### src/rtl/icdf_rr_scheduler_if.sv
// icdf_rr_scheduler_if: requester, pipeline and response handshakes of the
// shared inverse-CDF scheduler.
interface icdf_rr_scheduler_if #(
   parameter int WIDTH = 32,
   parameter int NREQ  = 4
);
   logic [NREQ-1:0]       req_valid, req_ready, rsp_valid, rsp_ready;
   logic [NREQ*WIDTH-1:0] req_data, rsp_data;
   logic                  pipe_valid, pipe_ready, res_valid, res_ready;
   logic [WIDTH-1:0]      pipe_data, res_data;
   modport master (
      input  req_valid, req_data, pipe_ready, res_valid, res_data, rsp_ready,
      output req_ready, pipe_valid, pipe_data, res_ready, rsp_valid, rsp_data
   );
   modport slave (
      output req_valid, req_data, pipe_ready, res_valid, res_data, rsp_ready,
      input  req_ready, pipe_valid, pipe_data, res_ready, rsp_valid, rsp_data
   );
endinterface

### src/rtl/icdf_rr_scheduler.sv
// icdf_rr_scheduler: round-robin share of one in-order inverse-CDF pipeline
// among NREQ sample streams; a tag FIFO routes each result back to its issuer.
module icdf_rr_scheduler #(
   parameter int  WIDTH = 32,
   parameter int  NREQ  = 4,
   parameter int  DEPTH = 8,
   localparam int IDW   = (NREQ > 1) ? $clog2(NREQ) : 1,
   localparam int PW    = $clog2(DEPTH),
   localparam int CW    = $clog2(DEPTH + 1)
) (
   input  logic                clk,
   input  logic                rst_n,
   icdf_rr_scheduler_if.master bus,
   output logic [CW-1:0]       inflight_o,
   output logic                err_orphan_o
);
   logic             issue_valid_q, issue_valid_d;
   logic [WIDTH-1:0] issue_data_q, issue_data_d;
   logic [IDW-1:0]   ptr_q, ptr_d;
   logic [IDW-1:0]   tag_q [DEPTH];
   logic [PW-1:0]    wr_q, rd_q;
   logic [CW-1:0]    cnt_q, cnt_d;
   logic             err_q;
   logic [IDW-1:0]   win, head;
   logic             found, load_ok, space, grant, empty, pop;

   assign empty   = cnt_q == '0;
   assign head    = tag_q[rd_q];
   assign pop     = !empty && bus.res_valid && bus.rsp_ready[head];
   assign load_ok = !issue_valid_q || bus.pipe_ready;
   // A same-cycle pop frees the slot a full FIFO needs for the push.
   assign space   = cnt_q < CW'(DEPTH) || pop;
   assign grant   = rst_n && found && load_ok && space;

   always_comb begin
      found = 1'b0;
      win   = '0;
      for (int i = 1; i <= NREQ; i++) begin
         if (!found && bus.req_valid[(int'(ptr_q) + i) % NREQ]) begin
            found = 1'b1;
            win   = IDW'((int'(ptr_q) + i) % NREQ);
         end
      end
   end

   assign bus.req_ready  = grant ? NREQ'(1) << win : '0;
   assign bus.pipe_valid = issue_valid_q;
   assign bus.pipe_data  = issue_data_q;
   assign bus.rsp_valid  = (empty || !bus.res_valid) ? '0 : NREQ'(1) << head;
   assign bus.rsp_data   = {NREQ{bus.res_data}};
   // An empty FIFO still accepts results so orphans are drained and flagged.
   assign bus.res_ready  = empty || bus.rsp_ready[head];
   assign inflight_o     = cnt_q;
   assign err_orphan_o   = err_q;

   always_comb begin
      issue_valid_d = grant ? 1'b1 : (bus.pipe_ready ? 1'b0 : issue_valid_q);
      issue_data_d  = grant ? bus.req_data[int'(win)*WIDTH +: WIDTH] : issue_data_q;
      ptr_d         = grant ? win : ptr_q;
      cnt_d         = cnt_q + CW'(grant) - CW'(pop);
   end

   always_ff @(posedge clk or negedge rst_n) begin
      if (!rst_n) begin
         issue_valid_q <= 1'b0;
         issue_data_q  <= '0;
         ptr_q         <= IDW'(NREQ - 1);
         wr_q          <= '0;
         rd_q          <= '0;
         cnt_q         <= '0;
         err_q         <= 1'b0;
         for (int i = 0; i < DEPTH; i++) tag_q[i] <= '0;
      end else begin
         issue_valid_q <= issue_valid_d;
         issue_data_q  <= issue_data_d;
         ptr_q         <= ptr_d;
         cnt_q         <= cnt_d;
         if (grant) begin
            tag_q[wr_q] <= win;
            wr_q        <= wr_q + 1'b1;
         end
         if (pop) rd_q <= rd_q + 1'b1;
         if (empty && bus.res_valid) err_q <= 1'b1;
      end
   end
endmodule

### src/flat_wrapper.sv
// flat-port wrapper written by rule: the top's interface ports become plain ports
module icdf_rr_scheduler_flat 
#(
   parameter int  WIDTH = 32,
   parameter int  NREQ  = 4,
   parameter int  DEPTH = 8,
   localparam int IDW   = (NREQ > 1) ? $clog2(NREQ) : 1,
   localparam int PW    = $clog2(DEPTH),
   localparam int CW    = $clog2(DEPTH + 1)
)
  (clk, rst_n, inflight_o, err_orphan_o, bus_req_valid, bus_req_data, bus_pipe_ready, bus_res_valid, bus_res_data, bus_rsp_ready, bus_req_ready, bus_pipe_valid, bus_pipe_data, bus_res_ready, bus_rsp_valid, bus_rsp_data);
  icdf_rr_scheduler_if #(.WIDTH(WIDTH), .NREQ(NREQ)) bus_i ();
  input  logic clk;
  input  logic rst_n;
  output logic [CW-1:0] inflight_o;
  output logic err_orphan_o;
  input wire logic [$bits(bus_i.req_valid)-1:0] bus_req_valid;
  input wire logic [$bits(bus_i.req_data)-1:0] bus_req_data;
  input wire logic [$bits(bus_i.pipe_ready)-1:0] bus_pipe_ready;
  input wire logic [$bits(bus_i.res_valid)-1:0] bus_res_valid;
  input wire logic [$bits(bus_i.res_data)-1:0] bus_res_data;
  input wire logic [$bits(bus_i.rsp_ready)-1:0] bus_rsp_ready;
  output wire logic [$bits(bus_i.req_ready)-1:0] bus_req_ready;
  output wire logic [$bits(bus_i.pipe_valid)-1:0] bus_pipe_valid;
  output wire logic [$bits(bus_i.pipe_data)-1:0] bus_pipe_data;
  output wire logic [$bits(bus_i.res_ready)-1:0] bus_res_ready;
  output wire logic [$bits(bus_i.rsp_valid)-1:0] bus_rsp_valid;
  output wire logic [$bits(bus_i.rsp_data)-1:0] bus_rsp_data;
  assign bus_i.req_valid = bus_req_valid;
  assign bus_i.req_data = bus_req_data;
  assign bus_i.pipe_ready = bus_pipe_ready;
  assign bus_i.res_valid = bus_res_valid;
  assign bus_i.res_data = bus_res_data;
  assign bus_i.rsp_ready = bus_rsp_ready;
  assign bus_req_ready = bus_i.req_ready;
  assign bus_pipe_valid = bus_i.pipe_valid;
  assign bus_pipe_data = bus_i.pipe_data;
  assign bus_res_ready = bus_i.res_ready;
  assign bus_rsp_valid = bus_i.rsp_valid;
  assign bus_rsp_data = bus_i.rsp_data;
  icdf_rr_scheduler #(.WIDTH(WIDTH), .NREQ(NREQ), .DEPTH(DEPTH)) u_core (.clk(clk), .rst_n(rst_n), .bus(bus_i), .inflight_o(inflight_o), .err_orphan_o(err_orphan_o));
endmodule
### config.mk
export PLATFORM = sky130hd
export DESIGN_NAME = icdf_rr_scheduler_flat
export DESIGN_NICKNAME = d
export VERILOG_FILES = /design/src/rtl/icdf_rr_scheduler_if.sv /design/src/rtl/icdf_rr_scheduler.sv /design/src/flat_wrapper.sv
export SDC_FILE = /design/constraint.sdc
export NUM_CORES = 1
export LEC_CHECK = 0
export ABC_AREA = 1
export BUFFER_PORTS_ARGS = -buffer_cell sky130_fd_sc_hd__buf_2
export CORE_AREA = 2 2 135 137
export DETAILED_ROUTE_END_ITERATION = 6
export DIE_AREA = 0 0 137 139
export GPL_ROUTABILITY_DRIVEN = 1
export PLACE_DENSITY = 0.74
export SETUP_SLACK_MARGIN = 0.1
export SKIP_CTS_REPAIR_TIMING = 1
export SLEW_MARGIN = 20
export SYNTH_ARGS = -nofsm -noshare
export SYNTH_HDL_FRONTEND = slang
export SYNTH_SLANG_ARGS = --single-unit
### constraint.sdc
create_clock -name clk -period 3.91 [get_ports clk]
set_input_delay 0.391 -clock clk [delete_from_list [all_inputs] [get_ports clk]]
set_output_delay 0.391 -clock clk [all_outputs]
set_load 0.01 [all_outputs]
* Yosys cells after proc, flatten, opt, wreduce, memory -nomap -nowiden
Cells that the tools add are included.
** Storage, ports and cells
- Bits in latches :: 0
- Memories kept :: 0
- Logic and storage cells :: 99
- Bits in read-only memories :: 0
- Bits of input ports :: 172
- Output and inout bits :: 175
- Flip-flop bits (word level) :: 62
- Memory bits (writable) :: 0
** Cells by class
- $add $sub $neg :: 8
- Equal/unequal tests :: 0
- Mux-type cells :: 32
- Div/mod/pow operators :: 0
- Reductions and logical operators :: 26
- Shift operators :: 3
- Magnitude comparators :: 9
- Bitwise logic cells :: 6
- Multipliers :: 0
** Operator list (number)
- 128-bit by 8-bit indexed part select with 32-bit output :: 1
- 16-bit bitwise mux :: 1
- 3-bit by 4-bit less-than comparator with 1-bit output, second input constant :: 4
- 1-bit 2-to-1 mux :: 15
- 2-bit 2-to-1 mux :: 7
- 1-bit binary-select mux with 2-bit select :: 5
- 1-bit logical AND :: 10
- 4-bit greater-or-equal comparator, second input constant :: 2
- 4-bit 2-to-1 mux :: 2
- 3-bit NOT with 4-bit output :: 2
- 2-bit OR reduction :: 4
- 1-bit by 2-bit left shift with 4-bit output, first input constant :: 2
- 3-bit by 1-bit adder with 3-bit output, second input constant :: 2
- 2-bit binary-select mux with 3-bit select :: 1
- 2-bit demux with 3-bit select :: 1
- 1-bit logical NOT :: 6
- 2-bit by 1-bit adder with 2-bit output, second input constant :: 2
- 2-bit adder, second input constant :: 2
- 4-bit by 1-bit adder with 4-bit output :: 1
- 1-bit bitwise AND, first input constant :: 4
- 4-bit logical NOT :: 1
- 1-bit logical OR :: 4
- 4-bit by 1-bit less-than comparator with 1-bit output, second input constant :: 1
- 4-bit less-than comparator, second input constant :: 1
- other kinds (3) :: 3

* Longest topological paths before layout
- Depth after elaboration :: 21
- Gate-level depth with buffers :: 18
- Mapped depth without buffers :: 16

* Worst setup path after synthesis
OpenSTA, ideal clock, no wires.
- Path type :: register to register
- Start point :: register u_core.rd_q[0]
- End point :: register u_core.cnt_q[2] (netlist: u_core.inflight_o[2])
- Cell stages (with the launch flop) :: 17
- Required time :: 3787 ps
- Slack :: 1509 ps
- Library setup time :: 123 ps
- Arrival time :: 2278 ps
- Path buffers :: 1
- Period minus slack after synthesis :: 2401 ps
- Cells stage by stage :: dfrtp_1 > buf_4 > inv_4 > nand2_1 > nand3_1 > nand3_2 > nand2_2 > nand2_1 > nand2_1 > nand2_2 > nand3_4 > inv_1 > ha_1 > inv_1 > ha_1 > fa_1 > xor2_1
** Between the ends
- Cells in the longest elaborated chain, start to end :: 11
** Ends and longest elaborated chain
- from (decl) :: line icdf_rr_scheduler.sv:21 : logic [PW-1:0] wr_q, rd_q;
- from (signal assigned) :: line icdf_rr_scheduler.sv:82 : if (pop) rd_q <= rd_q + 1'b1;
- 3-bit NOT with 4-bit output (implied by the code) * :: line icdf_rr_scheduler.sv:28 : assign head = tag_q[rd_q];
- 2-bit binary-select mux with 3-bit select * :: line icdf_rr_scheduler.sv:28
- 2-bit 2-to-1 mux (implied by the code) * (2 in series) :: line icdf_rr_scheduler.sv:28
- 1-bit binary-select mux with 2-bit select * :: line icdf_rr_scheduler.sv:29 : assign pop = !empty && bus.res_valid && bus.rsp_ready[head];
- 1-bit 2-to-1 mux (implied by the code) * :: line icdf_rr_scheduler.sv:29
- 1-bit logical AND * :: line icdf_rr_scheduler.sv:29
- named net u_core.pop :: line icdf_rr_scheduler.sv:25 : logic found, load_ok, space, grant, empty, pop;
- 1-bit logical OR :: line icdf_rr_scheduler.sv:32 : assign space = cnt_q < CW'(DEPTH) || pop;
- 1-bit logical AND :: line icdf_rr_scheduler.sv:33 : assign grant = rst_n && found && load_ok && space;
- 4-bit by 1-bit adder with 4-bit output :: line icdf_rr_scheduler.sv:60 : cnt_d = cnt_q + CW'(grant) - CW'(pop);
- 4-bit by 1-bit subtractor with 4-bit output * :: line icdf_rr_scheduler.sv:60
- named net u_core.cnt_d[2] :: line icdf_rr_scheduler.sv:22 : logic [CW-1:0] cnt_q, cnt_d;
- to (signal assigned) :: line icdf_rr_scheduler.sv:77 : cnt_q <= cnt_d;
- to (decl) :: line icdf_rr_scheduler.sv:22
The timed path passes the listed nets; every way through them passes the cells marked *. The select of a mux whose other input is x is not followed.
A chain may end at the register's enable or synchronous reset.

* Worst setup path in the final report
- Start point :: register u_core.ptr_q[0]
- End point :: output bus_req_ready[2]
** Between the ends
- Cells in the longest elaborated chain, start to end :: 18
- Elaborated cells between the ends (all ways) :: 35
- Classes of those cells :: add/sub (4); shift (1); mux (21); reduce/logical (9)
** Ends and longest elaborated chain
- from (decl) :: line icdf_rr_scheduler.sv:19 : logic [IDW-1:0] ptr_q, ptr_d;
- from (signal assigned) :: line icdf_rr_scheduler.sv:67 : ptr_q <= IDW'(NREQ - 1);
- from (signal assigned) :: line icdf_rr_scheduler.sv:76 : ptr_q <= ptr_d;
- 2-bit by 1-bit adder with 2-bit output :: line icdf_rr_scheduler.sv:39, icdf_rr_scheduler.sv:41
- 1-bit binary-select mux with 2-bit select :: line icdf_rr_scheduler.sv:39 : if (!found && bus.req_valid[(int'(ptr_q) + i) % NREQ]) begin
- 1-bit 2-to-1 mux (implied by the code) (2 in series) :: line icdf_rr_scheduler.sv:39
- 1-bit 2-to-1 mux :: line icdf_rr_scheduler.sv:39
- 1-bit logical NOT :: line icdf_rr_scheduler.sv:39
- 1-bit logical AND :: line icdf_rr_scheduler.sv:39
- 1-bit 2-to-1 mux :: line icdf_rr_scheduler.sv:39
- 1-bit logical NOT :: line icdf_rr_scheduler.sv:39
- 1-bit logical AND :: line icdf_rr_scheduler.sv:39
- 1-bit 2-to-1 mux :: line icdf_rr_scheduler.sv:39
- 1-bit logical NOT :: line icdf_rr_scheduler.sv:39
- 1-bit logical AND :: line icdf_rr_scheduler.sv:39
- 1-bit 2-to-1 mux :: line icdf_rr_scheduler.sv:39
- 1-bit logical AND (3 in series) :: line icdf_rr_scheduler.sv:33
- 4-bit 2-to-1 mux * :: line icdf_rr_scheduler.sv:46 : assign bus.req_ready = grant ? NREQ'(1) << win : '0;
- to (decl) :: line flat_wrapper.sv:23 : output wire logic [$bits(bus_i.req_ready)-1:0] bus_req_ready;
Every way passes the cells marked *; elsewhere a longest branch is shown, timed or not. The select of a mux whose other input is x is not followed.

==> impl_metrics.tcl <==
set metrics [dict create \
    seq_area_frac_synth 0.266 \
    async_reset_ff_frac 1.00 \
    syn_inst 862 \
    initial_core_util 0.330 \
    cp_max_fo 45 \
    vias_per_cell 4.52 \
    most-common-layout-cells "291 x nand2_1, 185 x buf_2, 95 x inv_1, 88 x nand3_1, 65 x nand3b_1" \
    clkTransAtPathRegs_ps 50 \
    row_count 49 \
    numPortBuffers 186 \
    required_ps 3520 \
    cts_max_path_buffers 2 \
    worst_setup_path_start_kind "register" \
    syn-cell-area_um2 5830 \
    maxSlewViolCount 0 \
    power.total_mw 5.88 \
    placed_cell_area_um2 5850 \
    synth_seq_cells 62 \
    ir_worst_vdd_uv 581 \
    die_w_um 137 \
    setup_tns_ps 0 \
    nets 1076 \
    grt_pass1_wl_um 23300 \
    track_usage 0.155 \
    worstReg2RegEnd "u_core.bus.pipe_data[6]" \
    setup_violations 0 \
    io_pins 347 \
    vias 5119 \
    die_area_um2 19000 \
    drtAntennaViolNets 0 \
    hold_viol_final 0 \
    drt-total-wl_um 14700 \
    layout_worst_path_cycle_share 0.839 \
    crit_type "register to output pin" \
    crit_chain "inv_4 -> nand2_1 -> nand3_1 -> nand2_1 -> nor2_4 -> nand3_1 -> nand3_1 -> inv_2 -> nand2_4 -> nor3_1 -> buf_2" \
    syn_area_per_cell_um2 6.77 \
    rsz0062_at_grt "no" \
    drive_above_1_share 0.275 \
    grt_max_degree 65 \
    cp_slowest_cell "dfstp_2" \
    drtIter0Drc 239 \
    p_leak_nw 3.59 \
    numCtsBuffers 9 \
    ff2ff_path_depth 15 \
    dp_hpwl_um 10700 \
    rrSetupSlack_ps 1270 \
    wl_per_cell_um 13.0 \
    post-route-min-period_ps 3280 \
    crit_path_frequent_cell "nand3_1" \
    htreeDepth 3 \
    gp_congestion 0.813 \
    max_freq_ghz 0.305 \
    worst_path_largest_cell_delay_ps 610 \
    slew_headroom 0.453 \
    final_common_cell "nand2_1" \
    grt_remaining_overflow 0 \
    tritoncts "built" \
    antenna_found_initial 2 \
    p_per_area_nw_per_um2 957 \
    yosysUniqueCellTypes 30 \
    syn_nets 1042 \
    end_kind "output pin" \
    cts_sinks 62 \
    arrival_ps 2890 \
    timing.rr.start "u_core.ptr_q[1]" \
    maxCapViolCount 0 \
    fin_area_um2 6150 \
    fp.dieH_um 139 \
    status "complete, no violations" \
    clock_latency_ps 340 \
    synth_flop_cell "dfrtp_1" \
    grt_pass1_vias 4850 \
    ys_warn_count 0 \
    fp.coreArea_um2 17700 \
    worst_pin_slew_ps 821 \
    hp-class "primary input to asynchronous set/reset pin" \
    synth_edf_count 0 \
    skew_ps 6.30 \
    clockRootBuffer "clkbuf_16" \
    drcViolationCount 0 \
    drtPass1Iterations 5 \
    syn_to_final_growth_pct 5.36 \
]
[power by group]
group | switching (mW) | total, mW | internal [mW] | leakage, nW
Sequential | 0.234 | 1.20 | 0.964 | 0.769
Clock | 0.288 | 0.767 | 0.478 | 0.142
Combinational | 2.62 | 3.92 | 1.30 | 2.68
[cell type report]
class	instances	area [µm²]
Fill cell	1929	11500
Multi-Input combinational cell	528	2640
Sequential cell	62	1550
Timing Repair Buffer	194	993
Inverter	101	384
Tap cell	229	287
Clock buffer	13	270
Clock inverter	3	17.5
Antenna cell	2	5.00
[synthesized netlist by cell type, types with 3 or more instances]
master	count	area, µm²
nand3_2	3	30.0
nor2_1	9	33.8
dfrtp_1	60	1500
inv_1	95	357
o21ai_0	3	15.0
nand3b_1	65	488
nand2_1	292	1100
nand3_1	88	440
nand2_2	20	125
buf_2	22	110
xor2_1	3	26.3
nand4_1	16	100
nor3_1	8	40.0
buf_6	9	101
inv_2	4	15.0
ha_1	7	87.6
buf_4	139	1040
[logic make-up after synthesis]
kind of cell	count (synthesis)	synth area share
xor gates and xnor gates	5	0.00751
DFF	62	0.266
buffers and inverters	272	0.282
and+or+nand+nor	506	0.413
adders and majority gates	8	0.0184
AOI/OAI and AO/OA	9	0.0120
[critical path: cells and delay by family (launching register included)]
| kind | cells | cell delay, ps |
|---|---|---|
| flops | 1 | 610 |
| simple gates | 8 | 1340 |
| buf+inv | 3 | 600 |
[worst max path at each step]
stage                    startpoint                    to  slack (ps)  depth (start not counted)
global route        u_core.ptr_q[1]      bus_req_ready[0]         380                         11
floorplan            u_core.rd_q[0]  u_core.inflight_o[2]        1510                         16
global placement    u_core.ptr_q[0]      bus_req_ready[2]        1120                         11
detailed placement  u_core.ptr_q[0]      bus_req_ready[2]        1000                         11
CTS                 u_core.ptr_q[0]      bus_req_ready[2]         630                         11
finish              u_core.ptr_q[0]      bus_req_ready[2]         630                         11
[routing by layer]
layer	global-route usage	up-vias	routed length, µm
met4	0.0695	0	391
met3	0.0486	32	1240
met1	0.190	2268	6300
met5	0	-	0
met2	0.247	200	6800
li1	-	2619	-
[state kept, by name, summed over array words and instances (netlist names)]
| name | cells |
|---|---|
| u_core.rd_q | 3 |
| u_core.inflight_o | 4 |
| u_core.err_orphan_o | 1 |
| u_core.bus.pipe_data | 32 |
| u_core.ptr_q | 2 |
| u_core.bus.pipe_valid | 1 |
| u_core.tag_q | 16 |
| u_core.wr_q | 3 |
[per-stage QoR]
| step | std cells | hold WS, ps | setup slack, ps | utilization |
|---|---|---|---|---|
| finish | 1132 | 265 | 628 | 0.348 |
| CTS | 1130 | 291 | 627 | 0.348 |
| floorplan | 862 | 95.4 | 1510 | - |
| global route | 1130 | 316 | 380 | 0.348 |
| global placement | 1114 | 454 | 1120 | 0.331 |
| detailed placement | 1114 | 459 | 1000 | 0.331 |
(Power assumes the default switching activity.)
